### src/rtl/block_engine_scheduler_if.sv
// Requester, response and engine signals shared between the scheduler and its
// environment. The slave modport is the scheduler side.
interface block_engine_scheduler_if #(
    parameter int WSIZE = 32,
    parameter int BSIZE = WSIZE * 4
);
    logic [1:0]         req_valid;
    logic [2*WSIZE-1:0] req_word;
    logic [1:0]         req_accept;
    logic [WSIZE-1:0]   rsp_word;
    logic [1:0]         rsp_valid;
    logic [1:0]         rsp_hold;
    logic [BSIZE-1:0]   eng_block_out;
    logic               eng_start;
    logic               eng_busy;
    logic               eng_done;
    logic [BSIZE-1:0]   eng_block_in;
    logic               grant;
    logic               sched_busy;

    modport master (
        output req_valid, req_word, rsp_hold, eng_busy, eng_done, eng_block_in,
        input  req_accept, rsp_word, rsp_valid, eng_block_out, eng_start, grant, sched_busy
    );

    modport slave (
        input  req_valid, req_word, rsp_hold, eng_busy, eng_done, eng_block_in,
        output req_accept, rsp_word, rsp_valid, eng_block_out, eng_start, grant, sched_busy
    );
endinterface

### src/rtl/block_engine_scheduler.sv
// Two-requester scheduler: gathers four words from the granted requester into a
// block, launches the shared engine, and drains the result block back word by word.
//
// state  | meaning
// IDLE   | no owner; arbitrate among valid requesters
// GATHER | accept four words from the granted requester
// ISSUE  | wait for engine not busy, pulse eng_start
// WAIT   | wait for eng_done, capture result block
// DRAIN  | return four result words, honouring rsp_hold
module block_engine_scheduler #(
    parameter int WSIZE = 32,
    parameter int BSIZE = WSIZE * 4
) (
    input  logic                   clock,
    input  logic                   reset,
    block_engine_scheduler_if.slave bus_if
);
    typedef enum logic [2:0] {IDLE, GATHER, ISSUE, WAIT, DRAIN} state_e;

    state_e           state_q, state_d;
    logic             grant_q, grant_d;
    logic             last_grant_q, last_grant_d;
    logic [1:0]       count_q, count_d;
    logic [BSIZE-1:0] block_q, block_d;
    logic [BSIZE-1:0] result_q, result_d;
    logic [WSIZE-1:0] rsp_word_q, rsp_word_d;

    logic [WSIZE-1:0] gather_word;
    logic [WSIZE-1:0] drain_word;
    logic [1:0]       req_accept;
    logic [1:0]       rsp_valid;
    logic             eng_start;

    always_comb begin
        gather_word = grant_q ? bus_if.req_word[2*WSIZE-1 -: WSIZE] : bus_if.req_word[WSIZE-1:0];
    end

    // Word 0 sits in the most significant slot, both for gather and drain.
    always_comb begin
        drain_word = '0;
        for (int k = 0; k < 4; k++) begin
            if (count_q == 2'(k)) drain_word = result_q[BSIZE-1-k*WSIZE -: WSIZE];
        end
    end

    always_comb begin
        state_d      = state_q;
        grant_d      = grant_q;
        last_grant_d = last_grant_q;
        count_d      = count_q;
        block_d      = block_q;
        result_d     = result_q;
        rsp_word_d   = rsp_word_q;
        req_accept   = '0;
        rsp_valid    = '0;
        eng_start    = 1'b0;
        unique case (state_q)
            IDLE: begin
                if (|bus_if.req_valid) begin
                    grant_d = (&bus_if.req_valid) ? ~last_grant_q : bus_if.req_valid[1];
                    state_d = GATHER;
                end
            end
            GATHER: begin
                req_accept[grant_q] = bus_if.req_valid[grant_q];
                if (bus_if.req_valid[grant_q]) begin
                    for (int k = 0; k < 4; k++) begin
                        if (count_q == 2'(k)) block_d[BSIZE-1-k*WSIZE -: WSIZE] = gather_word;
                    end
                    count_d = count_q + 2'd1;
                    if (count_q == 2'd3) state_d = ISSUE;
                end
            end
            ISSUE: begin
                eng_start = ~bus_if.eng_busy;
                if (!bus_if.eng_busy) state_d = WAIT;
            end
            WAIT: begin
                if (bus_if.eng_done) begin
                    result_d = bus_if.eng_block_in;
                    state_d  = DRAIN;
                end
            end
            DRAIN: begin
                rsp_valid[grant_q] = 1'b1;
                rsp_word_d         = drain_word;
                if (!bus_if.rsp_hold[grant_q]) begin
                    count_d = count_q + 2'd1;
                    if (count_q == 2'd3) begin
                        state_d      = IDLE;
                        last_grant_d = grant_q;
                    end
                end
            end
            default: state_d = IDLE;
        endcase
    end

    always_ff @(posedge clock or posedge reset) begin
        if (reset) begin
            state_q      <= IDLE;
            grant_q      <= 1'b0;
            last_grant_q <= 1'b1;
            count_q      <= 2'd0;
            block_q      <= '0;
            result_q     <= '0;
            rsp_word_q   <= '0;
        end else begin
            state_q      <= state_d;
            grant_q      <= grant_d;
            last_grant_q <= last_grant_d;
            count_q      <= count_d;
            block_q      <= block_d;
            result_q     <= result_d;
            rsp_word_q   <= rsp_word_d;
        end
    end

    // Outside DRAIN the last word shown stays on the shared response bus.
    assign bus_if.rsp_word      = (state_q == DRAIN) ? drain_word : rsp_word_q;
    assign bus_if.req_accept    = req_accept;
    assign bus_if.rsp_valid     = rsp_valid;
    assign bus_if.eng_start     = eng_start;
    assign bus_if.eng_block_out = block_q;
    assign bus_if.grant         = grant_q;
    assign bus_if.sched_busy    = (state_q != IDLE);
endmodule

### src/flat_wrapper.sv
// flat-port wrapper written by rule: the top's interface ports become plain ports
module block_engine_scheduler_flat 
#(
    parameter int WSIZE = 32,
    parameter int BSIZE = WSIZE * 4
)
  (clock, reset, bus_if_req_valid, bus_if_req_word, bus_if_rsp_hold, bus_if_eng_busy, bus_if_eng_done, bus_if_eng_block_in, bus_if_req_accept, bus_if_rsp_word, bus_if_rsp_valid, bus_if_eng_block_out, bus_if_eng_start, bus_if_grant, bus_if_sched_busy);
  block_engine_scheduler_if #(.WSIZE(WSIZE), .BSIZE(BSIZE)) bus_if_i ();
  input  logic clock;
  input  logic reset;
  input wire logic [$bits(bus_if_i.req_valid)-1:0] bus_if_req_valid;
  input wire logic [$bits(bus_if_i.req_word)-1:0] bus_if_req_word;
  input wire logic [$bits(bus_if_i.rsp_hold)-1:0] bus_if_rsp_hold;
  input wire logic [$bits(bus_if_i.eng_busy)-1:0] bus_if_eng_busy;
  input wire logic [$bits(bus_if_i.eng_done)-1:0] bus_if_eng_done;
  input wire logic [$bits(bus_if_i.eng_block_in)-1:0] bus_if_eng_block_in;
  output wire logic [$bits(bus_if_i.req_accept)-1:0] bus_if_req_accept;
  output wire logic [$bits(bus_if_i.rsp_word)-1:0] bus_if_rsp_word;
  output wire logic [$bits(bus_if_i.rsp_valid)-1:0] bus_if_rsp_valid;
  output wire logic [$bits(bus_if_i.eng_block_out)-1:0] bus_if_eng_block_out;
  output wire logic [$bits(bus_if_i.eng_start)-1:0] bus_if_eng_start;
  output wire logic [$bits(bus_if_i.grant)-1:0] bus_if_grant;
  output wire logic [$bits(bus_if_i.sched_busy)-1:0] bus_if_sched_busy;
  assign bus_if_i.req_valid = bus_if_req_valid;
  assign bus_if_i.req_word = bus_if_req_word;
  assign bus_if_i.rsp_hold = bus_if_rsp_hold;
  assign bus_if_i.eng_busy = bus_if_eng_busy;
  assign bus_if_i.eng_done = bus_if_eng_done;
  assign bus_if_i.eng_block_in = bus_if_eng_block_in;
  assign bus_if_req_accept = bus_if_i.req_accept;
  assign bus_if_rsp_word = bus_if_i.rsp_word;
  assign bus_if_rsp_valid = bus_if_i.rsp_valid;
  assign bus_if_eng_block_out = bus_if_i.eng_block_out;
  assign bus_if_eng_start = bus_if_i.eng_start;
  assign bus_if_grant = bus_if_i.grant;
  assign bus_if_sched_busy = bus_if_i.sched_busy;
  block_engine_scheduler #(.WSIZE(WSIZE), .BSIZE(BSIZE)) u_core (.clock(clock), .reset(reset), .bus_if(bus_if_i));
endmodule
### config.mk
export PLATFORM = sky130hd
export DESIGN_NAME = block_engine_scheduler_flat
export DESIGN_NICKNAME = d
export VERILOG_FILES = /design/src/rtl/block_engine_scheduler_if.sv /design/src/rtl/block_engine_scheduler.sv /design/src/flat_wrapper.sv
export SDC_FILE = /design/constraint.sdc
export NUM_CORES = 1
export LEC_CHECK = 0
export CORE_ASPECT_RATIO = 0.6
export CORE_UTILIZATION = 48
export DETAILED_ROUTE_END_ITERATION = 6
export GPL_ROUTABILITY_DRIVEN = 0
export GPL_TIMING_DRIVEN = 0
export PLACE_DENSITY = 0.78
export SLEW_MARGIN = 20
export SYNTH_ARGS = -nofsm -noshare
export SYNTH_HDL_FRONTEND = slang
export SYNTH_SLANG_ARGS = --single-unit
### constraint.sdc
create_clock -name clock -period 12.8 [get_ports clock]
set_input_delay 1.92 -clock clock [delete_from_list [all_inputs] [get_ports clock]]
set_output_delay 1.92 -clock clock [all_outputs]
set_load 0.005 [all_outputs]
==> Word level (Yosys, flattened, before mapping) <==
Cells that the tools add are included.
{ "classes": {"addsub": 1, "multipliers": 0, "div_mod_pow": 0, "magnitude_cmp": 2, "eq_ne": 14, "n_shift": 0, "muxes": 27, "bitwise": 4, "n_reduce_logical": 16} }
{ "ops": {"columns": ["operator", "count"], "rows": [
  ["$mux W32", 6],
  ["$mux W3", 7],
  ["$reduce_and A3 Y1", 6],
  ["$pmux W3 S5", 1],
  ["$mux W2", 4],
  ["$ne A2 B1 Y1 const B", 4],
  ["$mux W1", 7],
  ["$reduce_and A7 Y1", 1],
  ["$eq A3 B2 Y1 const B", 2],
  ["$ne A2 B2 Y1 const B", 3],
  ["$reduce_and A2 Y1", 3],
  ["$eq A2 B2 Y1 const B", 2],
  ["$pmux W2 S2", 1],
  ["$eq A3 B1 Y1 const B", 1],
  ["$eq A3 B3 Y1 const B", 1],
  ["$logic_not A3 Y1", 1],
  ["$not A1 Y1", 3],
  ["$reduce_bool A3 Y1", 1],
  ["$add A2 B1 Y2 const B", 1],
  ["$and A2 B2 Y2", 1],
  ["$eq A2 B1 Y1 const B", 1],
  ["$logic_not A2 Y1", 1],
  ["$lt A1 B2 Y1 const B", 1],
  ["$reduce_bool A2 Y1", 1],
  ["4 further kinds", 4]
]} }
{ "totals": {"ff_bits": 295, "latchBits": 0, "ram_bits": 0, "mem_bits_ro": 0, "inputBits": 200, "out_inout_bits": 167, "n_memories": 0} }

==> Depth between registers and ports, before layout <==
{ "depth": {"ltp_word": 6, "ltp_mapped": 7, "ltp_nobuf": 5} }

==> Least setup slack after synthesis <==
OpenSTA, ideal clock, no wires.
{ "synth_path": {"path_type": "in2out", "from": "input bus_if_eng_busy", "to": "output bus_if_eng_start", "arrival_ps": 2136, "required_ps": 10880, "slack_ps": 8744, "path_stages": 1, "n_path_buf": 0, "cell_sequence": "nor4_1"} }
{ "synth_between": {"elab_chain_cells": 2} }
{ "synth_lines": {"columns": ["element", "line", "source"], "rows": [
  ["start, declared", "flat_wrapper.sv:14", "input wire logic [$bits(bus_if_i.eng_busy)-1:0] bus_if_eng_busy;"],
  ["$not A1 Y1", "block_engine_scheduler.sv:75", "eng_start = ~bus_if.eng_busy;"],
  ["$mux W1", "block_engine_scheduler.sv:57", "unique case (state_q)"],
  ["end, declared", "flat_wrapper.sv:21", "output wire logic [$bits(bus_if_i.eng_start)-1:0] bus_if_eng_start;"]
]} }
No other way between the ends.

==> Worst setup path after layout <==
{ "layout_path": {"from": "register u_core.count_q[1]", "to": "output bus_if_rsp_word[23]"} }
{ "layout_between": {"elab_chain_cells": 6, "word_cells_on_any_way": 9} }
{ "layout_lines": {"columns": ["element", "line", "source"], "rows": [
  ["start, declared", "block_engine_scheduler.sv:23", "logic [1:0] count_q, count_d;"],
  ["start signal, assigned", "block_engine_scheduler.sv:112", "count_q <= count_d;"],
  ["$logic_not A2 Y1", "block_engine_scheduler.sv:42", "if (count_q == 2'(k)) drain_word = result_q[BSIZE-1-k*WSIZE -: WSIZE];"],
  ["$mux W32 (3 in series)", "block_engine_scheduler.sv:42", null],
  ["$mux W32 *", "block_engine_scheduler.sv:42", null],
  ["$mux W32 *", "block_engine_scheduler.sv:120", "assign bus_if.rsp_word = (state_q == DRAIN) ? drain_word : rsp_word_q;"],
  ["end, declared", "flat_wrapper.sv:18", "output wire logic [$bits(bus_if_i.rsp_word)-1:0] bus_if_rsp_word;"]
]} }
Mark *: on every way between the ends. The rest lies on a longest branch, timed or not.

==> summary.md <==
| Metric | Value |
|---|---|
| Net count after synthesis | `~1100` |
| Seq cells post-synth | `approximately 300` |
| Cell accounting for the most synthesized area | `dfrtp_1` |
| Peak VDD IR | `~0.12 mV` |
| Static leakage | `around 7.7 nW` |
| Die area | `about 27000 sq um` |
| Area Overhead vs Synth | `40.7%` |
| DRC | `0` |
| Final setup viols | `0` |
| Uppermost layer routed | `met5` |
| CP Max Fanout | `10` |
| Final Cycle Share | `0.416` |
| Met3 wire len | `between 3000 and 4000 um` |
| Top cell type's share of synthesized area | `0.575` |
| Share of cells above drive strength 1 | `0.295` |
| Met2 routed WL | `between 15000 and 20000 um` |
| Synthesized area per cell | `roughly 14 sq um` |
| Async SR Flop Fraction | `1.00` |
| DRT antenna net count | `0` |
| Post-Synthesis Cells | `919` |
| Area contributors post-synth | `dfrtp_1, mux2_2, mux2_4, a221o_1, nand3b_1` |
| Placement Setup Slack | `slightly below 8 ns` |
| Final worst path period need | `between 5 and 6 ns` |
| IO buf count | `366` |
| GRT overflow | `0` |
| Initial Util | `0.497` |
| # IOs | `367` |
| Ys flop type | `dfrtp_1` |
| Via-per-instance ratio | `between 5 and 6` |
| CTS H-tree depth | `1` |
| CTS Buf Count | `28` |
| Final Hold Slack | `slightly above 0.5 ns` |
| # rows | `45` |
| Status | `completed` |
| Pwr/cell area | `~250 nW/um^2` |
| Final HPWL DP | `around 27000 um` |
| Crit path required time | `~11 ns` |
| Post-synth top cells | `dfrtp_1, mux2_2, inv_1` |
| Hold WC Path Type | `reg2reg` |
| Total vias in the final route | `roughly 9200` |
| Syn Std Cell Area | `~13000 sq um` |
| Post-synthesis sequential area ratio | `0.577` |
| Max-cap viol count | `0` |
| Yosys warns | `0` |
| CP arrival | `roughly 3.4 ns` |
| CP Class | `reg2out` |
| RSZ-0062 raised after global routing | `no` |
| Core Area | `around 26000 sq um` |
| Clock Root Buffer | `clkbuf_16` |
| Initial antenna violation count | `7` |
| Routed length per instance | `22.1 um` |
| Post-synth EDFFs | `0` |
| Worst-Margin Slew | `0.690 ns` |
| CP endpoint kind | `primary output` |
| Drt first-iter violations | `between 500 and 600` |
| Slew HR | `0.540` |
| Final Hold Viols | `0` |
| DIE WIDTH | `213 um` |
| Vias in the first global route | `9569` |
| Later-pin clock latency in the skew report | `~0.55 ns` |
| Fmax | `approximately 0.19 GHz` |
| Setup Skew | `0.0138 ns` |
| GRT Resource Usage Total | `0.275` |
| Clk sinks | `295` |
| Die Y | `about 130 um` |
| First-pass GRT wire length | `between 50000 and 60000 um` |
| CTS clk-pin slew, worst paths | `0.07 ns` |
| Placed Cells | `between 1500 and 2000` |
| Post-CTS Resized | `0` |
| Final worst slack | `~7.5 ns` |
| Worst setup SP type | `flop` |
| Hold_buf cts | `0` |
| WL final | `roughly 37000 um` |
| Fillers | `1844` |
| CTS tree | `yes` |
| Post-CTS setup buffer count | `0` |
| M1 WL | `~17000 um` |
| Final #Nets | `roughly 1500` |
| Finished Layout Cells | `between 1500 and 2000` |
| Max Root-Sink Buffers | `3` |
| Distinct cell type count of the synthesized netlist | `38` |
| Top-count cell post-synth | `dfrtp_1` |
| Final Max Tran Viols | `0` |
| Pin count of the biggest net entering global routing | `100` |
| Drt pass-1 iters | `5` |
==> sequential cells by signal, summed over array words and instances, names as in the netlist <==
| register | count |
|---|---|
| u_core.result_q | 128 |
| u_core.count_q | 2 |
| u_core.last_grant_q | 1 |
| u_core.bus_if.grant | 1 |
| u_core.rsp_word_q | 32 |
| u_core.bus_if.eng_block_out | 128 |
| u_core.state_q | 3 |
==> cells in the final DEF (no fill, tap or decap), types with 2 or more instances in the layout <==
cell and instances:
ha_1 4, clkbuf_8 5, buf_1 4, a21o_1 2, inv_1 37, buf_6 14
nand3b_1 33, buf_16 3, nor3_1 2, clkinvlp_4 5, a21oi_1 33, clkbuf_1 24
nor2_1 32, nand2_1 35, a221o_1 32, clkdlybuf4s50_1 366, mux2_4 30, a31oi_1 32
nand3_4 3, diode_2 2, clkbuf_16 29, dfrtp_1 294, mux2_2 261, nor2b_1 2
bufinv_16 4, buf_2 27, a22o_1 2, clkinv_2 5
==> logic make-up (layout without fill, tap and decap cells) <==
| logic type | count (synthesis) | count (layout) | synth area share |
|---|---|---|---|
| muxes | 292 | 292 | 0.266 |
| DFF | 295 | 295 | 0.577 |
| AOI/OAI and AO/OA | 106 | 106 | 0.0597 |
| buffers and inverters | 105 | 526 | 0.0419 |
| and+or+nand+nor | 116 | 116 | 0.0512 |
| other | 0 | 2 | 0 |
| xor gates and xnor gates | 1 | 1 | 0.000684 |
| adders and majority gates | 4 | 4 | 0.00391 |
==> worst max-delay path, stage by stage (launching register included) <==
cell             delay (ns)
dfrtp_1                0.40
ha_1                   0.16
clkbuf_1               0.27
clkbuf_1               0.51
clkbuf_1               0.53
nand2_1                0.12
a31oi_1                0.30
clkdlybuf4s50_1        0.56
==> worst paths after layout <==
check	from	endpoint	slack, ns	cells past startpoint
setup / recovery	u_core.count_q[1]	bus_if_rsp_word[23]	7.47	7
hold / removal	u_core.bus_if.eng_block_out[93]	u_core.bus_if.eng_block_out[93]	0.50	1
setup reg to reg	u_core.count_q[1]	u_core.rsp_word_q[23]	10.38	6
hold reg to reg	u_core.bus_if.eng_block_out[93]	u_core.bus_if.eng_block_out[93]	0.50	1
max in group asynchronous	reset	u_core.result_q[104]	9.86	4
min in group asynchronous	reset	u_core.bus_if.eng_block_out[90]	1.75	2
==> area by class of cell <==
type / count / area (sq um) / area share
diodes: 2 / 5.00 / 0.000278
plain buffers: 67 / 394 / 0.0219
clock buffers: 37 / 806 / 0.0448
clock inverters: 15 / 199 / 0.0111
inverters: 38 / 150 / 0.00834
multi-input cells: 519 / 4880 / 0.271
flip-flops and latches: 295 / 7380 / 0.410
well taps: 352 / 440 / 0.0245
repair buffers: 369 / 3750 / 0.208
==> routing by layer <==
metal  GRT usage  vias up
li1            -     4072
met5           0        -
met4      0.0732        8
met2       0.413      355
met3      0.0859       68
met1       0.388     4688
==> power by group <==
group | total [W] | switching, W | internal (W)
Sequential | 0.00164 | 0.000238 | 0.00140
Combinational | 0.00200 | 0.000832 | 0.00117
Clock | 0.000897 | 0.000370 | 0.000526
Total | 0.00454 | 0.00144 | 0.00310
==> stage by stage <==
stage | TNS, ns | instance area [sq um] | util | total power, W
CTS | 0 | 18000 | 0.699 | 0.00456
global placement | -285.84 | 16900 | 0.657 | 0.00358
detailed placement | 0 | 17000 | 0.660 | 0.00364
global route | 0 | 18000 | 0.699 | 0.00479
finish | 0 | 18000 | 0.700 | 0.00454
floorplan | 0 | 12800 | - | 0.00266
Note: power is estimated with default switching activity, not from simulation.
